**src/rtl/vending_pkg.sv**
```systemverilog
// Coin codes, coin values and dispenser state encoding
// shared across the vending coin path.
package vending_pkg;

   typedef enum logic [1:0] {
      COIN_NONE = 2'b00,
      COIN_1    = 2'b01,
      COIN_2    = 2'b10,
      COIN_5    = 2'b11
   } coin_t;

   typedef enum logic [2:0] {
      ST_IDLE,
      ST_SELECT,
      ST_PAY,
      ST_DONE,
      ST_FAULT
   } disp_state_t;

   function automatic logic [3:0] coin_value(input coin_t c);
      logic [3:0] v;
      case (c)
         COIN_1:  v = 4'd1;
         COIN_2:  v = 4'd2;
         COIN_5:  v = 4'd5;
         default: v = 4'd0;
      endcase
      return v;
   endfunction

endpackage

```
**src/rtl/coin_inventory.sv**
```systemverilog
// Per-denomination coin stock: saturating refill,
// consume on hopper ack; a refill and consume together cancel.
module coin_inventory
   import vending_pkg::*;
#(
   parameter int CNT_W      = 6,
   parameter int INIT_CNT_1 = 10,
   parameter int INIT_CNT_2 = 10,
   parameter int INIT_CNT_5 = 10
) (
   input  logic             clk,
   input  logic             reset_n,
   input  logic             refill_valid_i,
   input  coin_t            refill_coin_i,
   input  logic             consume_valid_i,
   input  coin_t            consume_coin_i,
   output logic [CNT_W-1:0] cnt_1_o,
   output logic [CNT_W-1:0] cnt_2_o,
   output logic [CNT_W-1:0] cnt_5_o
);

   localparam logic [CNT_W-1:0] MAX = '1;
   localparam logic [CNT_W-1:0] ONE = CNT_W'(1);

   logic [CNT_W-1:0] cnt_1_q, cnt_1_d;
   logic [CNT_W-1:0] cnt_2_q, cnt_2_d;
   logic [CNT_W-1:0] cnt_5_q, cnt_5_d;

   function automatic logic [CNT_W-1:0] step(
      input logic [CNT_W-1:0] c,
      input logic             inc,
      input logic             dec
   );
      logic [CNT_W-1:0] r;
      r = c;
      if (inc && !dec && c != MAX)
         r = c + ONE;
      else if (dec && !inc && c != '0)
         r = c - ONE;
      return r;
   endfunction

   always_comb begin
      cnt_1_d = step(cnt_1_q,
         refill_valid_i && refill_coin_i == COIN_1,
         consume_valid_i && consume_coin_i == COIN_1);
      cnt_2_d = step(cnt_2_q,
         refill_valid_i && refill_coin_i == COIN_2,
         consume_valid_i && consume_coin_i == COIN_2);
      cnt_5_d = step(cnt_5_q,
         refill_valid_i && refill_coin_i == COIN_5,
         consume_valid_i && consume_coin_i == COIN_5);
   end

   always_ff @(posedge clk or negedge reset_n) begin
      if (!reset_n) begin
         cnt_1_q <= CNT_W'(INIT_CNT_1);
         cnt_2_q <= CNT_W'(INIT_CNT_2);
         cnt_5_q <= CNT_W'(INIT_CNT_5);
      end else begin
         cnt_1_q <= cnt_1_d;
         cnt_2_q <= cnt_2_d;
         cnt_5_q <= cnt_5_d;
      end
   end

   assign cnt_1_o = cnt_1_q;
   assign cnt_2_o = cnt_2_q;
   assign cnt_5_o = cnt_5_q;

endmodule

```
**src/rtl/change_dispenser.sv**
```systemverilog
// Pays out change largest coin first, one coin per
// hopper handshake, with shortfall and ack-timeout reporting.
module change_dispenser
   import vending_pkg::*;
#(
   parameter int CNT_W       = 6,
   parameter int INIT_CNT_1  = 10,
   parameter int INIT_CNT_2  = 10,
   parameter int INIT_CNT_5  = 10,
   parameter int ACK_TIMEOUT = 16
) (
   input  logic             clk,
   input  logic             reset_n,
   input  logic             change_valid,
   input  logic [3:0]       change_amt,
   output logic [1:0]       coin_out,
   output logic             coin_valid,
   input  logic             coin_ack,
   input  logic             refill_valid,
   input  logic [1:0]       refill_coin,
   input  logic             fault_clr,
   output logic             busy,
   output logic             done,
   output logic             short,
   output logic [3:0]       shortfall,
   output logic             fault,
   output logic             overrun,
   output logic [CNT_W-1:0] cnt_1,
   output logic [CNT_W-1:0] cnt_2,
   output logic [CNT_W-1:0] cnt_5
);

   localparam int          TW   = $clog2(ACK_TIMEOUT);
   localparam logic [TW-1:0] TMAX = TW'(ACK_TIMEOUT - 1);

   disp_state_t   state_q, state_d;
   logic [3:0]    rem_q, rem_d;
   logic [3:0]    shortfall_q, shortfall_d;
   logic [TW-1:0] timer_q, timer_d;
   coin_t         sel_q, sel_d;
   coin_t         pick;
   logic          ack_pay;

   assign ack_pay = (state_q == ST_PAY) && coin_ack;

   coin_inventory #(
      .CNT_W      (CNT_W),
      .INIT_CNT_1 (INIT_CNT_1),
      .INIT_CNT_2 (INIT_CNT_2),
      .INIT_CNT_5 (INIT_CNT_5)
   ) u_inv (
      .clk             (clk),
      .reset_n         (reset_n),
      .refill_valid_i  (refill_valid),
      .refill_coin_i   (coin_t'(refill_coin)),
      .consume_valid_i (ack_pay),
      .consume_coin_i  (sel_q),
      .cnt_1_o         (cnt_1),
      .cnt_2_o         (cnt_2),
      .cnt_5_o         (cnt_5)
   );

   // Greedy pick against live stock
   always_comb begin
      pick = COIN_NONE;
      if (rem_q >= 4'd5 && cnt_5 != '0)
         pick = COIN_5;
      else if (rem_q >= 4'd2 && cnt_2 != '0)
         pick = COIN_2;
      else if (rem_q != 4'd0 && cnt_1 != '0)
         pick = COIN_1;
   end

   always_ff @(posedge clk or negedge reset_n) begin
      if (!reset_n) begin
         state_q     <= ST_IDLE;
         rem_q       <= '0;
         shortfall_q <= '0;
         timer_q     <= '0;
         sel_q       <= COIN_NONE;
      end else begin
         state_q     <= state_d;
         rem_q       <= rem_d;
         shortfall_q <= shortfall_d;
         timer_q     <= timer_d;
         sel_q       <= sel_d;
      end
   end

   always_comb begin
      state_d = state_q;
      unique case (state_q)
         ST_IDLE:
            if (change_valid)
               state_d = (change_amt == 4'd0) ? ST_DONE : ST_SELECT;
         ST_SELECT:
            state_d = (pick == COIN_NONE) ? ST_DONE : ST_PAY;
         ST_PAY:
            if (coin_ack)
               state_d = (rem_q == coin_value(sel_q)) ? ST_DONE : ST_SELECT;
            else if (timer_q == TMAX)
               state_d = ST_FAULT;
         ST_DONE:
            state_d = ST_IDLE;
         ST_FAULT:
            if (fault_clr)
               state_d = ST_IDLE;
         default:
            state_d = ST_IDLE;
      endcase
   end

   always_comb begin
      rem_d   = rem_q;
      sel_d   = sel_q;
      timer_d = '0;
      if (state_q == ST_IDLE && change_valid)
         rem_d = change_amt;
      if (state_q == ST_SELECT)
         sel_d = pick;
      if (ack_pay)
         rem_d = rem_q - coin_value(sel_q);
      if (state_q == ST_PAY && !coin_ack)
         timer_d = timer_q + TW'(1);
      if (state_q == ST_FAULT && fault_clr)
         rem_d = '0;
      shortfall_d = (state_d == ST_DONE) ? rem_d : shortfall_q;
   end

   always_comb begin
      busy       = (state_q != ST_IDLE);
      done       = (state_q == ST_DONE);
      fault      = (state_q == ST_FAULT);
      coin_valid = (state_q == ST_PAY);
      coin_out   = coin_valid ? sel_q : COIN_NONE;
      short      = done && (shortfall_q != 4'd0);
      shortfall  = shortfall_q;
      overrun    = change_valid && (state_q != ST_IDLE);
   end

endmodule

```
**config.mk**
```make
export PLATFORM = sky130hd
export DESIGN_NAME = change_dispenser
export DESIGN_NICKNAME = d
export VERILOG_FILES = /design/src/rtl/vending_pkg.sv /design/src/rtl/coin_inventory.sv /design/src/rtl/change_dispenser.sv
export SDC_FILE = /design/constraint.sdc
export NUM_CORES = 1
export LEC_CHECK = 0
export BUFFER_PORTS_ARGS = -buffer_cell sky130_fd_sc_hd__clkbuf_2
export CAP_MARGIN = 5
export CORE_ASPECT_RATIO = 1.1
export CORE_UTILIZATION = 61
export CTS_CLUSTER_DIAMETER = 50
export DETAILED_ROUTE_END_ITERATION = 12
export PLACE_DENSITY = 0.95
export SYNTH_ARGS = -nofsm -noshare
export SYNTH_HDL_FRONTEND = slang
export SYNTH_SLANG_ARGS = --single-unit
```
**constraint.sdc**
```tcl
create_clock -name clk -period 7.4 [get_ports clk]
set_input_delay 0.74 -clock clk [delete_from_list [all_inputs] [get_ports clk]]
set_output_delay 0.74 -clock clk [all_outputs]
set_load 0.005 [all_outputs]
```
# After elaboration in Yosys (flattened, before gate mapping)
# Cells that the tools add are included.
# W data, S select, Z words.
[op_classes]
addsub = 8
magnitude_cmp = 2
eq_ne = 16
muxes = 26
n_reduce_logical = 46
[op_table]
columns = ["op", "n"]
rows = [
  ["$mux W6", 6],
  ["$mux W4", 7],
  ["$logic_and A1 B1 Y1", 27],
  ["$add A6 B1 Y6 const B", 3],
  ["$ne A6 B6 Y1 const B", 3],
  ["$reduce_bool A6 Y1", 3],
  ["$sub A6 B1 Y6 const B", 3],
  ["$mux W3", 4],
  ["$pmux W3 S4", 1],
  ["$mux W2", 5],
  ["$eq A3 B2 Y1 const B", 3],
  ["$pmux W3 S3", 1],
  ["$eq A2 B2 Y1 const B", 4],
  ["$reduce_bool A4 Y1", 2],
  ["$logic_not A1 Y1", 7],
  ["$reduce_bool A2 Y1", 3],
  ["$add A4 B1 Y4 const B", 1],
  ["$eq A2 B1 Y1 const B", 2],
  ["$eq A4 B4 Y1", 1],
  ["$eq A4 B4 Y1 const B", 1],
  ["$ge A4 B2 Y1 const B", 1],
  ["$ge A4 B3 Y1 const B", 1],
  ["$logic_not A4 Y1", 1],
  ["$sub A4 B4 Y4", 1],
  ["6 further kinds", 7],
]
[word_totals]
regBits = 35
inputBits = 12
wordCells = 106

# Longest topological paths before layout
[logic_depth]
ltp_word = 9
mapped_depth = 11
depth_no_buf = 10

# By module
# Synthesis repeated with hierarchy kept, for this count alone.
[hier_totals]
hier_cells = 247
area_unflattened_um2 = 2492.4
[by_module_without_submodules]
columns = ["module", "n_inst", "cells_per_inst", "area_per_inst_um2", "seq_area_each_um2"]
rows = [
  ["coin_inventory", 1, 124, 1348.8, 457.9],
  ["change_dispenser", 1, 123, 1143.6, 425.4],
]

# Worst setup path after synthesis
# Ideal clock, no wire load.
[synth_timing]
kind = "input -> register"
start = "input coin_ack"
end = "register u_inv.cnt_1_q[5], in the netlist u_inv.cnt_1_o[5]"
setup_ns = 0.079
arrival_time_ns = 2.664
required_ns = 7.321
setup_slack_ns = 4.657
cell_stages = 10
n_path_buf = 1
cell_sequence = "nand4bb_1 -> buf_2 -> nor3b_1 -> or3_1 -> ha_1 -> a211oi_1 -> o21bai_1 -> a21oi_1 -> mux2i_1 -> xor2_1"
[synth_between]
elab_chain_len = 6
elab_cells_between_ends = 9
cone_classes = "mux (1); reduce/logical (8)"
[synth_rtl]
columns = ["item", "line", "rtl"]
rows = [
  ["start, declared", "change_dispenser.sv:18", "input logic coin_ack,"],
  ["$logic_and A1 B1 Y1 *", "change_dispenser.sv:44", "assign ack_pay = (state_q == ST_PAY) && coin_ack;"],
  ["$logic_and A1 B1 Y1 *", "coin_inventory.sv:46", "consume_valid_i && consume_coin_i == COIN_1);"],
  ["$logic_not A1 Y1", "coin_inventory.sv:36", "if (inc && !dec && c != MAX)"],
  ["$logic_and A1 B1 Y1 (2 in a row)", "coin_inventory.sv:36", ""],
  ["$mux W6 / $reduce_bool A2 Y1 (equally long branches)", "n/a", ""],
  ["end signal, assigned", "coin_inventory.sv:57", "cnt_1_q <= CNT_W'(INIT_CNT_1);"],
  ["end signal, assigned", "coin_inventory.sv:61", "cnt_1_q <= cnt_1_d;"],
  ["end, declared", "coin_inventory.sv:25", "logic [CNT_W-1:0] cnt_1_q, cnt_1_d;"],
]
# Mark *: on every way between the ends. The rest lies on a longest branch, timed or not.
# A chain may end at the register's enable or synchronous reset.

# Worst setup path in the final report
[layout_timing]
start = "register state_q[2]"
end = "register u_inv.cnt_1_q[5], in the netlist u_inv.cnt_1_o[5]"
[layout_between]
elab_chain_len = 7
elab_cells_between_ends = 10
cone_classes = "eq/ne (1); mux (1); reduce/logical (8)"
[layout_rtl]
columns = ["item", "line", "rtl"]
rows = [
  ["start, declared", "change_dispenser.sv:36", "disp_state_t state_q, state_d;"],
  ["start signal, assigned", "change_dispenser.sv:82", "state_q <= state_d;"],
  ["$eq A3 B2 Y1 *", "change_dispenser.sv:44", ""],
  ["$logic_and A1 B1 Y1 *", "change_dispenser.sv:44", ""],
  ["$logic_and A1 B1 Y1 *", "coin_inventory.sv:46", ""],
  ["$logic_not A1 Y1", "coin_inventory.sv:36", ""],
  ["$logic_and A1 B1 Y1 (2 in a row)", "coin_inventory.sv:36", ""],
  ["$mux W6 / $reduce_bool A2 Y1 (equally long branches)", "n/a", ""],
]
# Marked as above.

==> flow_summary_export.csv <==
group,metric,value,unit
final_layout,drive_above_1_share,0.252,
setup_path,crit_required,7.61,ns
routing,drc,0,
setup_path,critPathMaxStageDelay,0.52,ns
setup_path,rr_startpoint,"state_q[2]",
synth,synth_edf_count,0,
routing,vias_per_cell,6.05,
sta,rsz0062_at_grt,"false",
power_and_ir_drop,ir_drop,0.215,mV
final_layout,area_growth,12.8,%
routing,dr.pass1.iters,4,
synth,ys_seq_area_frac,0.356,
cts,cts-root-buf,"clkbuf_8",
global_routing,grt_pass1_wl,8.58,mm
sta,finalClockSkew,0.00586,ns
floorplanning,fp.dieW,62.8,um
cts,cts_buffers,5,
routing,wl,5.16,mm
floorplanning,start_util,0.659,
final_layout,num_antenna_cells,0,
cts,ctsHoldBuffers,0,
routing,vias,2008,
synth,syn_nets,272,
placed_design,place.gp.congestion,0.929,
cts,clk_path_buf_depth,2,
setup_path,worstPathArrival,3.32,ns
sta,min_period,3.11,ns
setup_path,critPathMaxFanout,11,
synth,synth_common_cells,"dfrtp_1 (29), nor2_1 (20), ha_1 (16), a21oi_1 (14)",
power_and_ir_drop,power.internal,710,uW
global_routing,grt_pass1_vias,1857,
cts,cts_tree,"yes",
synth,yosysWarnings,0,
placed_design,port_buffers,41,
global_routing,grt-ovfl-total,0,
sta,timing.final.crit_share,0.420,
global_routing,grt_max_degree,36,
final_layout,multi_input_comb_area,0.00150,mm2
global_routing,grt_antenna_before_repair,0,
power_and_ir_drop,seqPwrFrac,0.349,
setup_path,critPathKind,"reg2reg",
final_layout,nFillCells,255,
floorplanning,pin_count,42,
synth,async_reset_ff_frac,1.00,
setup_path,crit_buf_inv,0,
setup_path,crit_family,"simple AND/OR/NAND/NOR gates",
power_and_ir_drop,power_leakage,1.30,nW
power_and_ir_drop,p_sw,521,uW
routing,drt_iter0_drc,172,
synth,ys_top_cells_by_area,"dfrtp_1 (29%), ha_1 (8.1%), dfstp_2 (6.3%)",
floorplanning,rows,23,
power_and_ir_drop,powerDensity,439,mW/mm2
synth,synth.most_common_cell,"dfrtp_1",
sta,hold_viol_final,0,
cts,clk_pin_slew_worst_paths,0.07,ns
synth,netlist_area,0.00248,mm2
setup_path,rr_worst_depth,9,
synth,synth-seq-cells,35,
hold_path,hold_class,"reg2reg",
sta,slew_headroom,0.431,
power_and_ir_drop,p_sw_frac,0.423,
sta,finalSetupTns,0,ns
synth,synth_cells,240,
setup_path,cp.depth,9,
routing,ant_nets,0,
setup_path,critPathSlowestCell,"dfrtp_1",
setup_path,r2r_end,"u_inv.cnt_1_o[5]",
power_and_ir_drop,clockPowerShare,0.125,
setup_path,setup.worst_path.end,"u_inv.cnt_1_o[5]",
job,maxCapViolCount,0,
floorplanning,die_area,0.00433,mm2
power_and_ir_drop,power_frac_comb,0.526,
floorplanning,coreArea,0.00377,mm2
routing,drt-wirelength-per-cell,15.5,um
placed_design,placed_cells,324,
cts,htreeDepth,2,
cts,clock_latency,0.30,ns
synth,yosys_most_used_dff,"dfrtp_1",
floorplanning,die_h,68.9,um
final_layout,ff_latch_area,883,um2
sta,maxSlewViolCount,0,
synth,syn_area_per_cell,10.3,um2
cts,cts_resized,0,
final_layout,fin_cells,332,
final_layout,nets,313,
sta,worst_pin_slew,0.854,ns
outcome,status,"completed",
sta,max_freq,322,MHz
setup_path,reg2reg_setup_slack,4.29,ns
synth,synth_top_area_share,0.292,
synth,ys_types,60,
sta,setup_viol,0,
cts,clock-sinks,35,
setup_path,startpoint_type,"flip-flop",
setup_path,path_cells,"nand4bb_1, nor3b_1, or3_1, ha_1, a211oi_1, o21bai_1, a21oi_1, mux2i_1, xor2_1",
setup_path,end_kind,"flip-flop",
placed_design,hpwlAfterDp,3.91,mm
global_routing,track_usage,0.264,
synth,synth_top_cell_by_area,"dfrtp_1",
cts,postCtsSetupBuffers,0,
setup_path,cp-startpoint,"state_q[2]",
-- area by class of cell --
type,count,share of cell area
Multi-Input combinational cell,185,0.536
Sequential cell,35,0.315
Timing Repair Buffer,41,0.0732
Clock buffer,8,0.0357
Tap cell,50,0.0223
Inverter,13,0.0174
-- kinds of logic (layout without fill, tap and decap cells) --
family / Yosys count / after routing / synth area share
DFF: 35 / 35 / 0.356
buffers and inverters: 20 / 62 / 0.0393
xor gates and xnor gates: 18 / 18 / 0.0635
adders and majority gates: 20 / 20 / 0.113
and+or+nand+nor: 75 / 75 / 0.182
AOI/OAI and AO/OA: 52 / 52 / 0.153
muxes: 20 / 20 / 0.0932
-- power by group through the flow --
stage | combinational (mW) | sequential [mW] | clock [mW]
6_report | 0.648 | 0.430 | 0.153
5_1_grt | 0.720 | 0.451 | 0.164
3_3_place_gp | 0.609 | 0.426 | 0
2_1_floorplan | 0.489 | 0.393 | 0
4_1_cts | 0.650 | 0.428 | 0.155
3_5_place_dp | 0.644 | 0.429 | 0
-- worst reg2reg max path, delay by kind of cell (launching register included) --
family          cells  cell delay (ns)
flops               1             0.52
simple gates        3             1.17
mux                 1             0.27
xor+xnor            1             0.19
compound gates      3             0.57
fa+ha+maj           1             0.30
-- through the flow --
stage | power [mW] | util | hold WS (ns) | setup slack, ns | instance area (um2)
2_1_floorplan | 0.882 | - | 0.433 | 4.66 | 2480
3_3_place_gp | 1.03 | 0.717 | 0.454 | 4.33 | 2700
3_5_place_dp | 1.07 | 0.717 | 0.464 | 4.21 | 2700
4_1_cts | 1.23 | 0.743 | 0.474 | 4.34 | 2800
5_1_grt | 1.33 | 0.743 | 0.493 | 4.11 | 2800
6_report | 1.23 | 0.743 | 0.468 | 4.29 | 2800
-- layer usage --
layer,wire (um),track usage
met1,2110,0.318
met4,102,0.105
met5,0,0
met3,247,0.0625
met2,2700,0.463
-- worst min path at each step --
stage,startpoint,end,slack (ns),cells after the start
4_1_cts,timer_q[0],timer_q[0],0.47,1
5_1_grt,timer_q[0],timer_q[0],0.49,1
2_1_floorplan,timer_q[0],timer_q[0],0.43,1
6_report,timer_q[0],timer_q[0],0.47,1
3_5_place_dp,timer_q[0],timer_q[0],0.46,1
3_3_place_gp,timer_q[0],timer_q[0],0.45,1
-- flip-flops by register name, indices dropped and copies added, names as in the netlist --
signal         cells
u_inv.cnt_1_o      6
shortfall          4
state_q            3
sel_q              2
u_inv.cnt_5_o      6
u_inv.cnt_2_o      6
timer_q            4
rem_q              4
-- placed cells by master (no fill, tap or decap), types with 3 or more instances in the layout --
cell type  synthesis  layout
nor3_1             5       5
or3_1              5       5
a211oi_1           7       7
fa_1               4       4
a21oi_1           14      14
and3_1             3       3
o21bai_1           3       3
xor2_1             7       7
clkbuf_2           0      41
ha_1              16      16
mux2_4             4       4
nor2_1            20      20
xnor2_1           11      11
nand2_1            8       8
and2_1             3       3
mux2i_1            7       7
dfstp_2            6       6
clkbuf_8           0       7
dfrtp_1           29      29
nand3_1            4       4
nand4_1            4       4
a21o_1             8       8
nor3b_1            3       3
mux2_1             8       8
inv_1             11      11
o21ai_0            5       5
No activity file was read; power rests on OpenSTA's default activity.
